`config.mk`:
```
export PLATFORM = sky130hd
export DESIGN_NAME = mem_dram_ctrl
export DESIGN_NICKNAME = d
export VERILOG_FILES = /design/src/rtl/mem_dram_ctrl.sv
export SDC_FILE = /design/constraint.sdc
export NUM_CORES = 1
export LEC_CHECK = 0
export ABC_AREA = 0
export CORE_AREA = 10 10 102 104
export CTS_CLUSTER_DIAMETER = 120
export DETAILED_ROUTE_END_ITERATION = 10
export DIE_AREA = 0 0 112 114
export HOLD_SLACK_MARGIN = 0.15
export PLACE_DENSITY = 0.88
export SKIP_CTS_REPAIR_TIMING = 1
export SYNTH_ARGS = -nofsm -noshare
export SYNTH_HDL_FRONTEND = slang
export SYNTH_SLANG_ARGS = --single-unit
```
`constraint.sdc`:
```
create_clock -name clk -period 9.35 [get_ports clk]
set_input_delay 2.805 -clock clk [delete_from_list [all_inputs] [get_ports clk]]
set_output_delay 2.805 -clock clk [all_outputs]
set_load 0.1 [all_outputs]
```
`src/rtl/mem_dram_ctrl.sv`:
```
// DRAM access sequencer between the MEM-stage extend/merge logic and a synchronous-read data RAM.
// Loads and word stores go straight through; byte/half stores run read-modify-write via the merge logic.
module mem_dram_ctrl #(
    parameter int ADDR_W     = 14,
    parameter int RD_LATENCY = 1
) (
    input  logic              clk,
    input  logic              rst_n,
    input  logic              req_valid,
    input  logic              req_we,
    input  logic [1:0]        req_size,
    input  logic [31:0]       req_addr,
    input  logic [31:0]       merged_wd,
    output logic [31:0]       mem_rd,
    output logic              rd_valid,
    output logic              stall,
    output logic              misalign,
    output logic [ADDR_W-1:0] dram_addr,
    output logic              dram_we,
    output logic [31:0]       dram_wdata,
    input  logic [31:0]       dram_rdata
);

    // state    | meaning
    // ---------+-----------------------------------------------------------
    // IDLE     | waiting for a request; accepts loads and stores
    // RD_WAIT  | read in flight, counting RD_LATENCY cycles
    // LD_DONE  | load data in mem_rd, rd_valid high, pipeline released
    // MERGE    | old word in mem_rd, merge logic produces merged_wd
    // WRITE    | dram_we high for this single cycle, pipeline released

    localparam logic [2:0] ST_IDLE    = 3'd0;
    localparam logic [2:0] ST_RD_WAIT = 3'd1;
    localparam logic [2:0] ST_LD_DONE = 3'd2;
    localparam logic [2:0] ST_MERGE   = 3'd3;
    localparam logic [2:0] ST_WRITE   = 3'd4;

    localparam logic [1:0] CNT_LAST = 2'(RD_LATENCY - 1);

    logic [2:0]        state;
    logic [2:0]        state_nxt;
    logic [1:0]        lat_cnt;
    logic              op_store;
    logic              req_misal;
    logic              req_legal;
    logic              accept;
    logic              word_store;
    logic              rd_done;
    logic [ADDR_W-1:0] req_waddr;
    logic              unused_addr;

    assign req_waddr   = req_addr[ADDR_W+1:2];
    assign unused_addr = ^{req_addr[31:ADDR_W+2], req_addr[1:0]};

    always_comb begin
        req_misal = 1'b0;
        if (req_size == 2'b01 && req_addr[0]) begin
            req_misal = 1'b1;
        end
        if (req_size == 2'b10 && req_addr[1:0] != 2'b00) begin
            req_misal = 1'b1;
        end
    end

    assign req_legal  = req_valid && (req_size != 2'b11) && !req_misal;
    assign accept     = (state == ST_IDLE) && req_legal;
    assign word_store = req_we && (req_size == 2'b10);
    assign rd_done    = (state == ST_RD_WAIT) && (lat_cnt == CNT_LAST);

    // The pipeline is held from the accept cycle up to, but not including, the done cycle.
    assign stall    = !rst_n && (accept || state == ST_RD_WAIT || state == ST_MERGE);
    assign misalign = !rst_n && (state == ST_IDLE) && req_valid && req_misal;

    always_comb begin
        state_nxt = state;
        case (state)
            ST_IDLE: begin
                if (accept) begin
                    state_nxt = word_store ? ST_WRITE : ST_RD_WAIT;
                end
            end
            ST_RD_WAIT: begin
                if (rd_done) begin
                    state_nxt = op_store ? ST_MERGE : ST_LD_DONE;
                end
            end
            ST_LD_DONE: state_nxt = ST_IDLE;
            ST_MERGE:   state_nxt = ST_WRITE;
            ST_WRITE:   state_nxt = ST_IDLE;
            default:    state_nxt = ST_IDLE;
        endcase
    end

    always_ff @(posedge clk or posedge rst_n) begin
        if (rst_n) begin
            state      <= ST_IDLE;
            lat_cnt    <= 2'd0;
            op_store   <= 1'b0;
            mem_rd     <= 32'd0;
            rd_valid   <= 1'b0;
            dram_addr  <= '0;
            dram_we    <= 1'b0;
            dram_wdata <= 32'd0;
        end else begin
            state    <= state_nxt;
            rd_valid <= (state_nxt == ST_LD_DONE);
            dram_we  <= (state_nxt == ST_WRITE);

            if (accept) begin
                dram_addr <= req_waddr;
                lat_cnt   <= 2'd0;
                op_store  <= req_we;
                if (word_store) begin
                    dram_wdata <= merged_wd;
                end
            end

            if (state == ST_RD_WAIT) begin
                lat_cnt <= lat_cnt + 2'd1;
                if (rd_done) begin
                    mem_rd <= dram_rdata;
                end
            end

            // mem_rd is stable here, so merged_wd already reflects the old word.
            if (state == ST_MERGE) begin
                dram_wdata <= merged_wd;
            end
        end
    end

endmodule

```
; ---- Word level (Yosys, flattened, before mapping)
; Index checks and enable logic that the tools add are counted.
[word_totals]
ff_bits = 86
input_bits = 102
ramBits = 0
memories = 0
latchBits = 0
rom_bits = 0
output_inout_bits = 82
elab_cells = 51
[classes]
add_sub_neg = 1
n_mul = 0
n_mux = 12
n_reduce_logical = 23
eq_ne = 7
order_cmp = 0
div_mod_pow = 0
bitwise = 0
shift = 0
[ops]
columns = operator, n
row1 = 32-bit 2-to-1 mux, 3
row2 = 1-bit logical AND, 11
row3 = 3-bit 2-to-1 mux, 3
row4 = 3-bit one-hot mux with 3 select lines, 1
row5 = 2-bit nonzero test, 4
row6 = 3-bit by 2-bit equality test with 1-bit output (second input constant), 2
row7 = 2-bit 2-to-1 mux, 2
row8 = 2-bit AND reduction, 2
row9 = 3-bit by 1-bit equality test with 1-bit output (second input constant), 1
row10 = 3-bit equality test (second input constant), 1
row11 = 3-bit zero test, 1
row12 = 1-bit 2-to-1 mux, 3
row13 = 2-bit by 1-bit adder with 2-bit output (second input constant), 1
row14 = 2-bit by 1-bit equality test with 1-bit output (second input constant), 1
row15 = 2-bit equality test (second input constant), 1
row16 = 1-bit zero test, 2
row17 = 2-bit zero test, 1
row18 = 1-bit logical OR, 2
row19 = 2-bit != test (second input constant), 1

; ---- Depth between registers and ports, before layout
[depth]
depth_word = 10
depth_mapped = 6
ltp_nobuf = 5

; ---- Worst setup path after synthesis
; OpenSTA, ideal clock, no wires.
[synth_path]
path_kind = input port to output port
startpoint = in rst_n
endpoint = out misalign
t_required_ns = 6.545
t_arrival_ns = 5.633
cell_stages = 2
path_buffers = 0
slack_ns = 0.912
cell_sequence = inv_1 and3_1
[synth_via]
elab_chain_cells = 4
[synth_lines]
columns = item, line_no
row1 = start: declaration, 8  ; input logic rst_n,
row2 = 1-bit zero test (no line), --
row3 = 1-bit logical AND (3 in a row), 72  ; assign misalign = !rst_n && (state == ST_IDLE) && req_valid && req_misal;
row4 = end: declaration, 17  ; output logic misalign,
; No other way between the ends.

; ---- Worst setup path in the final report
[layout_path]
startpoint = in req_valid
endpoint = out stall
[layout_via]
elab_chain_cells = 6
[layout_lines]
columns = item, line_no
row1 = start: declaration, 9  ; input logic req_valid,
row2 = 1-bit logical AND (2 in a row), 65  ; assign req_legal = req_valid && (req_size != 2'b11) && !req_misal;
row3 = 1-bit logical AND, 66  ; assign accept = (state == ST_IDLE) && req_legal;
row4 = 1-bit logical OR (2 in a row), 71  ; assign stall = !rst_n && (accept || state == ST_RD_WAIT || state == ST_MERGE);
row5 = 1-bit logical AND, 71
row6 = end: declaration, 16  ; output logic stall,
; No other way between the ends.

==> out/results.txt <==
Max Slew Vio Count -> 0
Final setup TNS -> 0 ns
Initial DRC count -> 110
Die ar. -> 12770 sq um
Largest net degree at the start of global routing -> 87
Clk slew on worst S/H paths -> 0.09 ns
Min Tclk post-route -> 7.966 ns
N_diodes -> 0
Synth warn -> 0
DRC viols -> 0
Slew HR -> 0.2554
IO Pins -> 184
CTS sink cnt -> 86
CTS tree -> done
Share of cells above drive strength 1 -> 0.2605
Syn_nets -> 309
CTS buffer count -> 9
Starting Density -> 0.4196
Nets -> 479
DP HPWL -> 7137 um
Vias -> 2303
Worst hold-check path type -> reg2reg
Drt pass-1 iters -> 4
DIE HEIGHT -> 114 um
WL per Instance -> 18.85 um
Global-route wire length before repair -> 14580 um
Avg Synthesized Cell Area -> 17.24 sq um
Required @ worst endpoint -> 6.55 ns
Total track usage -> 0.1409
Crit path DAT -> 5.16 ns
Max Cap Violations -> 0
Outcome -> complete, no violations
Final Hold Viols -> 0
Setup Crit Path Kind -> in2out
Register area share after synthesis -> 0.6058
Commonest non-fill, non-tap cell in the layout -> clkdlybuf4s50_1
GRT overflow -> 0
Fmax -> 125.5 MHz
#FFs+latches synth -> 86
Final number of setup-violating endpoints -> 0
RSZ-0062 raised after global routing -> no
Clk_lat worst skew -> 0.34 ns
Row cnt -> 34
Commonest non-fill, non-tap cells in the layout -> clkdlybuf4s50_1 (167), dfrtp_1 (86), mux2_2 (42)
DRT antenna net count -> 0
Cell-by-cell trace of the critical path -> clkdlybuf4s50_1 > nor4b_4 > o2111ai_1 > a21oi_1 > clkdlybuf4s50_1
Area of the multi-input gates -> 1237 sq um
Fill cells -> 659
Fin crit share -> 0.8520
Crit path max fanout -> 4
Core Region -> 8466 sq um
Worst hold slack -> 0.4780 ns
CTS max path bufs -> 2
Area growth from synthesis to layout -> 54.17%
Via/cell ratio -> 4.719
FF/Latch Area -> 2152 sq um
Cell count after synthesis -> 206
Critical Path Sink Type -> output port
Worst path most repeated cell -> clkdlybuf4s50_1
CP max-delay cell -> clkdlybuf4s50_1
H-tree levels -> 3
Gpl congestion -> 0.7305
Yosys cell types -> 24
Mapped Area -> 3552 sq um
Layout Skew -> 0.008674 ns
Port buffer count -> 167
Vias in the first global route -> 2651
Setup crit start kind -> input pin
Root buffer cell -> clkbuf_8
# placed instances -> 473
Slowest stage delay, CP -> 1.17 ns
Total Wirelength -> 9197 um
Slew @ Worst Pin -> 1.117 ns
Initial antenna violation count -> 0
Non-Filler Instances -> 488
DIE WIDTH -> 112 um
kinds of logic after synthesis:
group | synth area share
flip-flops | 0.6058
multiplexers | 0.2895
buffers and inverters | 0.04579
AND/OR/NAND/NOR | 0.03593
AO/OA/AOI/OAI | 0.01937
adder cells (fa/ha/maj) | 0.003522
path summary, 6_finish.rpt:
check	from	endpoint	slack [ns]	cells after the start
max	req_valid	stall	1.38	5
min	op_store	rd_valid	0.48	1
max in group asynchronous	rst_n	dram_we	5.48	3
min reg2reg	op_store	rd_valid	0.48	1
min in group asynchronous	rst_n	dram_wdata[6]	3.16	3
max reg2reg	state[1]	dram_addr[9]	7.17	3
cell usage after synthesis, drive strengths merged:
| library cell | count | share of area |
|---|---|---|
| or3b | 1 | 0.0025 |
| o2111a | 1 | 0.0032 |
| inv | 7 | 0.0074 |
| and3 | 1 | 0.0018 |
| dfrtp | 86 | 0.61 |
| or2b | 1 | 0.0021 |
| nor2 | 3 | 0.0078 |
| nand3b | 1 | 0.0021 |
| and3b | 2 | 0.0049 |
| nor3 | 1 | 0.0014 |
| ha | 1 | 0.0035 |
| nand2b | 2 | 0.0035 |
| o21ai | 2 | 0.0028 |
| nand2 | 3 | 0.0032 |
| o2111ai | 1 | 0.0025 |
| mux2 | 79 | 0.29 |
| nor4b | 1 | 0.0067 |
| o22ai | 2 | 0.0035 |
| a31oi | 1 | 0.0060 |
| a21oi | 1 | 0.0014 |
| buf | 9 | 0.038 |
per-layer routing:
layer  part of all wire  global-route usage  wire (um)  vias to the layer above
met5                  0                   0          0                        -
met4              0.015             0.03553        141                        0
met3               0.11             0.07717        970                       13
met2               0.51              0.2444       4653                       96
met1               0.37              0.1460       3432                     1140
li1                   -                   -          -                     1054
metrics by stage:
stage               worst slack (ns)    util  cell area [sq um]
floorplan                     0.9119       -               3552
global placement               1.407  0.6179               5231
detailed placement             1.372  0.6179               5231
CTS                            1.365  0.6469               5477
global route                   1.246  0.6469               5477
finish                         1.384  0.6469               5477
state kept, by name, summed over array words and instances (netlist names):
register and count:
dram_we 1, dram_addr 14, op_store 1, rd_valid 1, mem_rd 32, dram_wdata 32
state 3, lat_cnt 2
final cells by class:
class / instances / share of cell area
well taps: 108 / 0.02467
flip-flops and latches: 86 / 0.3930
multi-input cells: 104 / 0.2260
repair buffers: 168 / 0.3066
clock buffers: 10 / 0.02513
inverters: 7 / 0.005026
clock inverters: 5 / 0.01965
critical path: cells and delay by family:
| family | cells | cell delay [ns] |
|---|---|---|
| compound gates | 2 | 0.40 |
| buf+inv | 2 | 1.62 |
| simple gates | 1 | 0.32 |
Power is not shown: default switching activity piles up to over one toggle a cycle in this logic, so the estimate is an artifact.
==> patch 1: new RTL, same settings <==
Reset style: synchronous (`rst_n`), changed in one clocked block.
--- a/src/rtl/mem_dram_ctrl.sv
+++ b/src/rtl/mem_dram_ctrl.sv
@@ -91,7 +91,7 @@
         endcase
     end
 
-    always_ff @(posedge clk or posedge rst_n) begin
+    always_ff @(posedge clk) begin
         if (rst_n) begin
             state      <= ST_IDLE;
             lat_cnt    <= 2'd0;
Formal check against the unedited RTL: differs if rst_n is asserted again (counterexample within 4 cycles, from zero or initial values and one cycle with rst_n high); with rst_n held inactive, the same outputs for 10 cycles.
==> patch 1 against the original RTL <==
- area after synthesis shrank 11%
- worst setup slack improved by 0.18 ns
- sequential cell count unchanged
- sequential share of layout area is 5.1 points lower
- critical path depth did not move
- cell area shrank 8.0%
- routed wire length up 2.4%
- largest cell class unchanged
Power is left out: it rests on default switching activity, and per cell area and clock period it moved more than threefold.
==> patch 1: results (changes against the original RTL) <==
Run status
  – Outcome: finished clean (unchanged)

Synthesis
  – Asr flop ratio synth: 0% (was 100%)
  – Sequential element share of the synthesized area: 54.5% (was 60.6%)
  – Syn_nets: 436 (was 309)
  – Post-synthesis cell type count: 27 (was 24)
  – Post-synth top cells: 86 x dfxtp_1, 69 x nand2_1, 51 x nor2_1, 47 x mux2i_1, 36 x a21oi_1 (was 86 x dfrtp_1, 42 x mux2_2, 37 x mux2_4, 7 x inv_1, 5 x buf_6)
  – Main flop type after synthesis: dfxtp_1 (was dfrtp_1)
  – Post-Synth Adder-Cell Area: 0.396% (was 0.352%)
  – Area contributors post-synth: dfxtp_1 54%, mux2i_1 15%, nand2_1 8.2%, nor2_1 6.1%, a21oi_1 5.7% (was dfrtp_1 61%, mux2_4 16%, mux2_2 13%, buf_12 2.3%, buf_6 1.6%)
  – Area fraction in compound gates after synthesis: 6.65% (was 1.94%)
  – Mux share of post-synthesis cell area: 14.9% (was 29.0%)

Clocking
  – Worst-path clk slew: 0.09 ns (about the same)
  – Clk buf depth: 2 (unchanged)
  – Num CTS Buffers: 9 (unchanged)

Placement
  – Placed inst area: 0.00483 mm^2 (was 0.00523 mm^2)
  – Placer Congestion: 0.728 (was 0.731)

Worst setup path
  – R2R setup slack: 7.27 ns (was 7.17 ns)
  – Worst-path fanout max: 4 (unchanged)
  – RR Endpoint: mem_rd[27] (was dram_addr[9])
  – R2R cell count: 4 (was 3)
  – Reg-to-Reg Start: state[0] (was state[1])
  – Worst Setup SP: req_size[0] (was req_valid)
  – Worst Setup EP: misalign (was stall)
  – Crit path DAT: 4.98 ns (was 5.16 ns)

Drt
  – Met3 WL: 755 um (was 970 um)
  – Via Count: 2853 (was 2303)
  – Routed length on met2: 4830 um (was 4650 um)
  – Final wirelength: 9420 um (was 9200 um)
  – DRT iter0 DRCs: 129 (was 110)
  – Metal-1 WL: 3480 um (was 3430 um)

GRT
  – First-pass GRT wire length: 15000 um (was 14600 um)
  – Total global-route track usage: 14.2% (was 14.1%)
  – Pin count of the biggest net entering global routing: 88 (was 87)

STA
  – Clk_skew: 0.0105 ns (was 0.00867 ns)
  – Slew @ Worst Pin: 1.14 ns (was 1.12 ns)

Layout
  – Nets: 594 (was 479)
  – Layout cells sized above 1: 4.65% (was 26.1%)
  – Layout fillers: 710 (was 659)
patch 1: cell families after synthesis:
kind of cell	after synthesis
AOI/OAI and AO/OA	40
adders and majority gates	1
buffers and inverters	25
DFF	86
muxes	47
and+or+nand+nor	134
patch 1: worst max-delay path, cell delays in order:
cell and delay (ns):
clkdlybuf4s50_1 0.46, nand2b_1 0.20, o21ai_0 0.16, and3b_1 0.20, clkdlybuf4s50_1 1.15
patch 1: metrics by stage:
| step | hold WS (ns) | util (%) | instances | setup slack (ns) |
|---|---|---|---|---|
| global placement | 0.441 | 57.1 | 588 | 1.58 |
| detailed placement | 0.446 | 57.1 | 588 | 1.56 |
| floorplan | 0.444 | - | 333 | 1.61 |
| global route | 0.473 | 59.5 | 603 | 1.49 |
| CTS | 0.458 | 59.5 | 603 | 1.56 |
| finish | 0.456 | 59.5 | 603 | 1.56 |
patch 1: layout make-up:
class / count / area share [%]
tap: 108 / 2.68
clock buffer: 11 / 2.61
inverter: 2 / 0.149
sequential: 86 / 34.2
multi-input combinational: 222 / 25.5
timing repair buffer: 170 / 33.5
clock inverter: 4 / 1.44
patch 1: metal layers:
layer / up-vias / track usage (%)
li1: 1404 / -
met1: 1318 / 14.1
met2: 107 / 24.7
met3: 24 / 5.98
met4: 0 / 8.12
met5: - / 0
patch 1: worst min path at each step:
stage / startpoint / to / slack [ns]
after global placement: mem_rd[27] / mem_rd[27] / 0.44
after floorplan: lat_cnt[0] / lat_cnt[0] / 0.44
after global routing: mem_rd[19] / mem_rd[19] / 0.47
after detailed placement: mem_rd[12] / mem_rd[12] / 0.45
final: mem_rd[0] / mem_rd[0] / 0.46
after CTS: mem_rd[12] / mem_rd[12] / 0.46
==> patch 2: new RTL, same flow settings <==
Without the edit above. The parameter `ADDR_W` goes from 14 to 13.
--- a/src/rtl/mem_dram_ctrl.sv
+++ b/src/rtl/mem_dram_ctrl.sv
@@ -1,7 +1,7 @@
 // DRAM access sequencer between the MEM-stage extend/merge logic and a synchronous-read data RAM.
 // Loads and word stores go straight through; byte/half stores run read-modify-write via the merge logic.
 module mem_dram_ctrl #(
-    parameter int ADDR_W     = 14,
+    parameter int ADDR_W     = 13,
     parameter int RD_LATENCY = 1
 ) (
     input  logic              clk,
Interface: changed (resized dram_addr); port bits go from 184 to 183. No check against the original RTL was run, so the function may have changed too.
==> patch 2 against the original RTL <==
- area after synthesis fell by 1.0%
- sequential cell count fell by 1
- first-iteration DRC count shrank 27%
- routed wire length fell by 4.9%
- critical path depth down 1
- worst setup slack improved by 0.20 ns
- cell area fell by 1.4%
- sequential share of layout area grew 0.083 points
- via count down 2.0%
- highest routed layer unchanged
Power is left out: the tool's default activity adds up to more than one toggle a clock period on the data nets, which glitch-free logic cannot reach.
==> patch 2: results (changes against the original RTL) <==
GRT
  – First-pass GRT wire length: 13800 um (was 14600 um)
  – Pin count of the biggest net entering global routing: 86 (was 87)
  – Vias in the first global route: 2603 (was 2651)
  – Number of antenna violations at the first check in global routing: 0 (unchanged)
  – Total global-route track usage: 13.4% (was 14.1%)

Synthesis
  – Main flop type after synthesis: dfrtp_1 (unchanged)
  – Post-synth top cells: 85 x dfrtp_1, 41 x mux2_2, 37 x mux2_4, 7 x inv_1, 5 x buf_6 (was 86 x dfrtp_1, 42 x mux2_2, 37 x mux2_4, 7 x inv_1, 5 x buf_6)
  – Syn_nets: 307 (was 309)
  – Asr flop ratio synth: 100% (unchanged)
  – Sequential element share of the synthesized area: 60.5% (was 60.6%)
  – Post-Synthesis Cells: 204 (was 206)
  – Yosys warnings: 0 (unchanged)
  – Area contributors post-synth: dfrtp_1 60%, mux2_4 16%, mux2_2 13%, buf_12 2.3%, buf_6 1.6% (was dfrtp_1 61%, mux2_4 16%, mux2_2 13%, buf_12 2.3%, buf_6 1.6%)
  – Post-synthesis cell type count: 24 (unchanged)

Placement
  – Placer Congestion: 0.716 (was 0.731)
  – PortBufs: 165 (was 167)
  – Detailed Place HPWL: 6760 um (was 7140 um)
  – Placed insts: 469 (was 473)

Layout
  – Antenna Cells: 0 (unchanged)
  – Biggest regs: dram_wdata: 32 flops, mem_rd: 32 flops, dram_addr: 13 flops (was dram_wdata: 32 flops, mem_rd: 32 flops, dram_addr: 14 flops)
  – Nets: 475 (was 479)
  – Layout cells sized above 1: 25.8% (was 26.1%)

Clocking
  – Num CTS Buffers: 9 (unchanged)
  – Clk buf depth: 2 (unchanged)
  – H-Tree Depth: 3 (unchanged)
  – Clock Root Buffer: clkbuf_8 (unchanged)
  – Worst-path clk slew: 0.08 ns
  – Skew-Pair Late Insertion Delay: 0.34 ns (about the same)

Drt
  – DRT iter0 DRCs: 80 (was 110)
  – Avg WL per Cell: 18.1 um (was 18.8 um)
  – Via Count: 2257 (was 2303)
  – DR vias/cell: 4.66 (was 4.72)
  – Detailed Routing Iterations Pass 1: 2 (was 4)

STA
  – Worst relative slew slack: 28.3% (was 25.5%)
  – Clk_skew: 0.0114 ns (was 0.00867 ns)

Worst setup path
  – Worst-path fanout max: 4 (unchanged)
  – Crit path DAT: 4.96 ns (was 5.16 ns)

Run status
  – Outcome: finished clean (unchanged)

Worst hold path
  – Hold Path Class: reg -> reg (unchanged)
patch 2: cell types whose count changed in the layout (fill, tap and decap cells not counted), sizes merged:
| cell | unedited run | this run |
|---|---|---|
| clkbuf | 10 | 11 |
| mux2 | 79 | 78 |
| clkdlybuf4s50 | 167 | 164 |
| dfrtp | 86 | 85 |
| clkinvlp | 0 | 1 |
| buf | 1 | 2 |
| clkinv | 3 | 1 |
patch 2: worst paths after layout:
kind / from / cells past startpoint / endpoint / slack, ns
worst min-delay path: op_store / 1 / rd_valid / 0.48
min in group asynchronous: rst_n / 3 / dram_wdata[7] / 3.17
worst max register to register: state[1] / 3 / mem_rd[25] / 7.21
worst max-delay path: req_valid / 4 / misalign / 1.59
worst min register to register: op_store / 1 / rd_valid / 0.48
max in group asynchronous: rst_n / 3 / dram_wdata[19] / 5.53
patch 2: kinds of logic (layout without fill, tap and decap cells):
group / Yosys count / count (layout) / synth area share, %
DFF: 85 / 85 / 60.5
muxes: 78 / 78 / 28.9
and+or+nand+nor: 16 / 16 / 3.63
buffers and inverters: 16 / 188 / 4.63
AOI/OAI and AO/OA: 8 / 8 / 1.96
adders and majority gates: 1 / 1 / 0.356
patch 2: critical path, cell delays in order:
cell,delay [ns]
clkdlybuf4s50_1,0.46
nor4b_4,0.32
and3_1,0.20
clkdlybuf4s50_1,1.16
patch 2: cell type report:
class | count | area [um^2]
fill | 631 | 3060
multi-input combinational | 103 | 1230
tap | 108 | 135
clock buffer | 11 | 131
timing repair buffer | 166 | 1660
sequential | 85 | 2130
inverter | 7 | 27.5
clock inverter | 4 | 97.6
patch 2: metal layers:
layer / share of wire, % / global-route usage, % / routed length [um] / vias up
li1: - / - / - / 1052
met1: 40 / 14.8 / 3480 / 1100
met2: 50 / 22.4 / 4350 / 96
met3: 9.1 / 6.25 / 795 / 9
met4: 1.4 / 4.57 / 126 / 0
met5: 0 / 0 / 0 / -
patch 2: stage by stage:
step	instance area [um^2]	setup slack, ns
floorplan	3520	0.934
global placement	5170	1.59
detailed placement	5170	1.56
CTS	5400	1.56
global route	5400	1.52
finish	5400	1.59
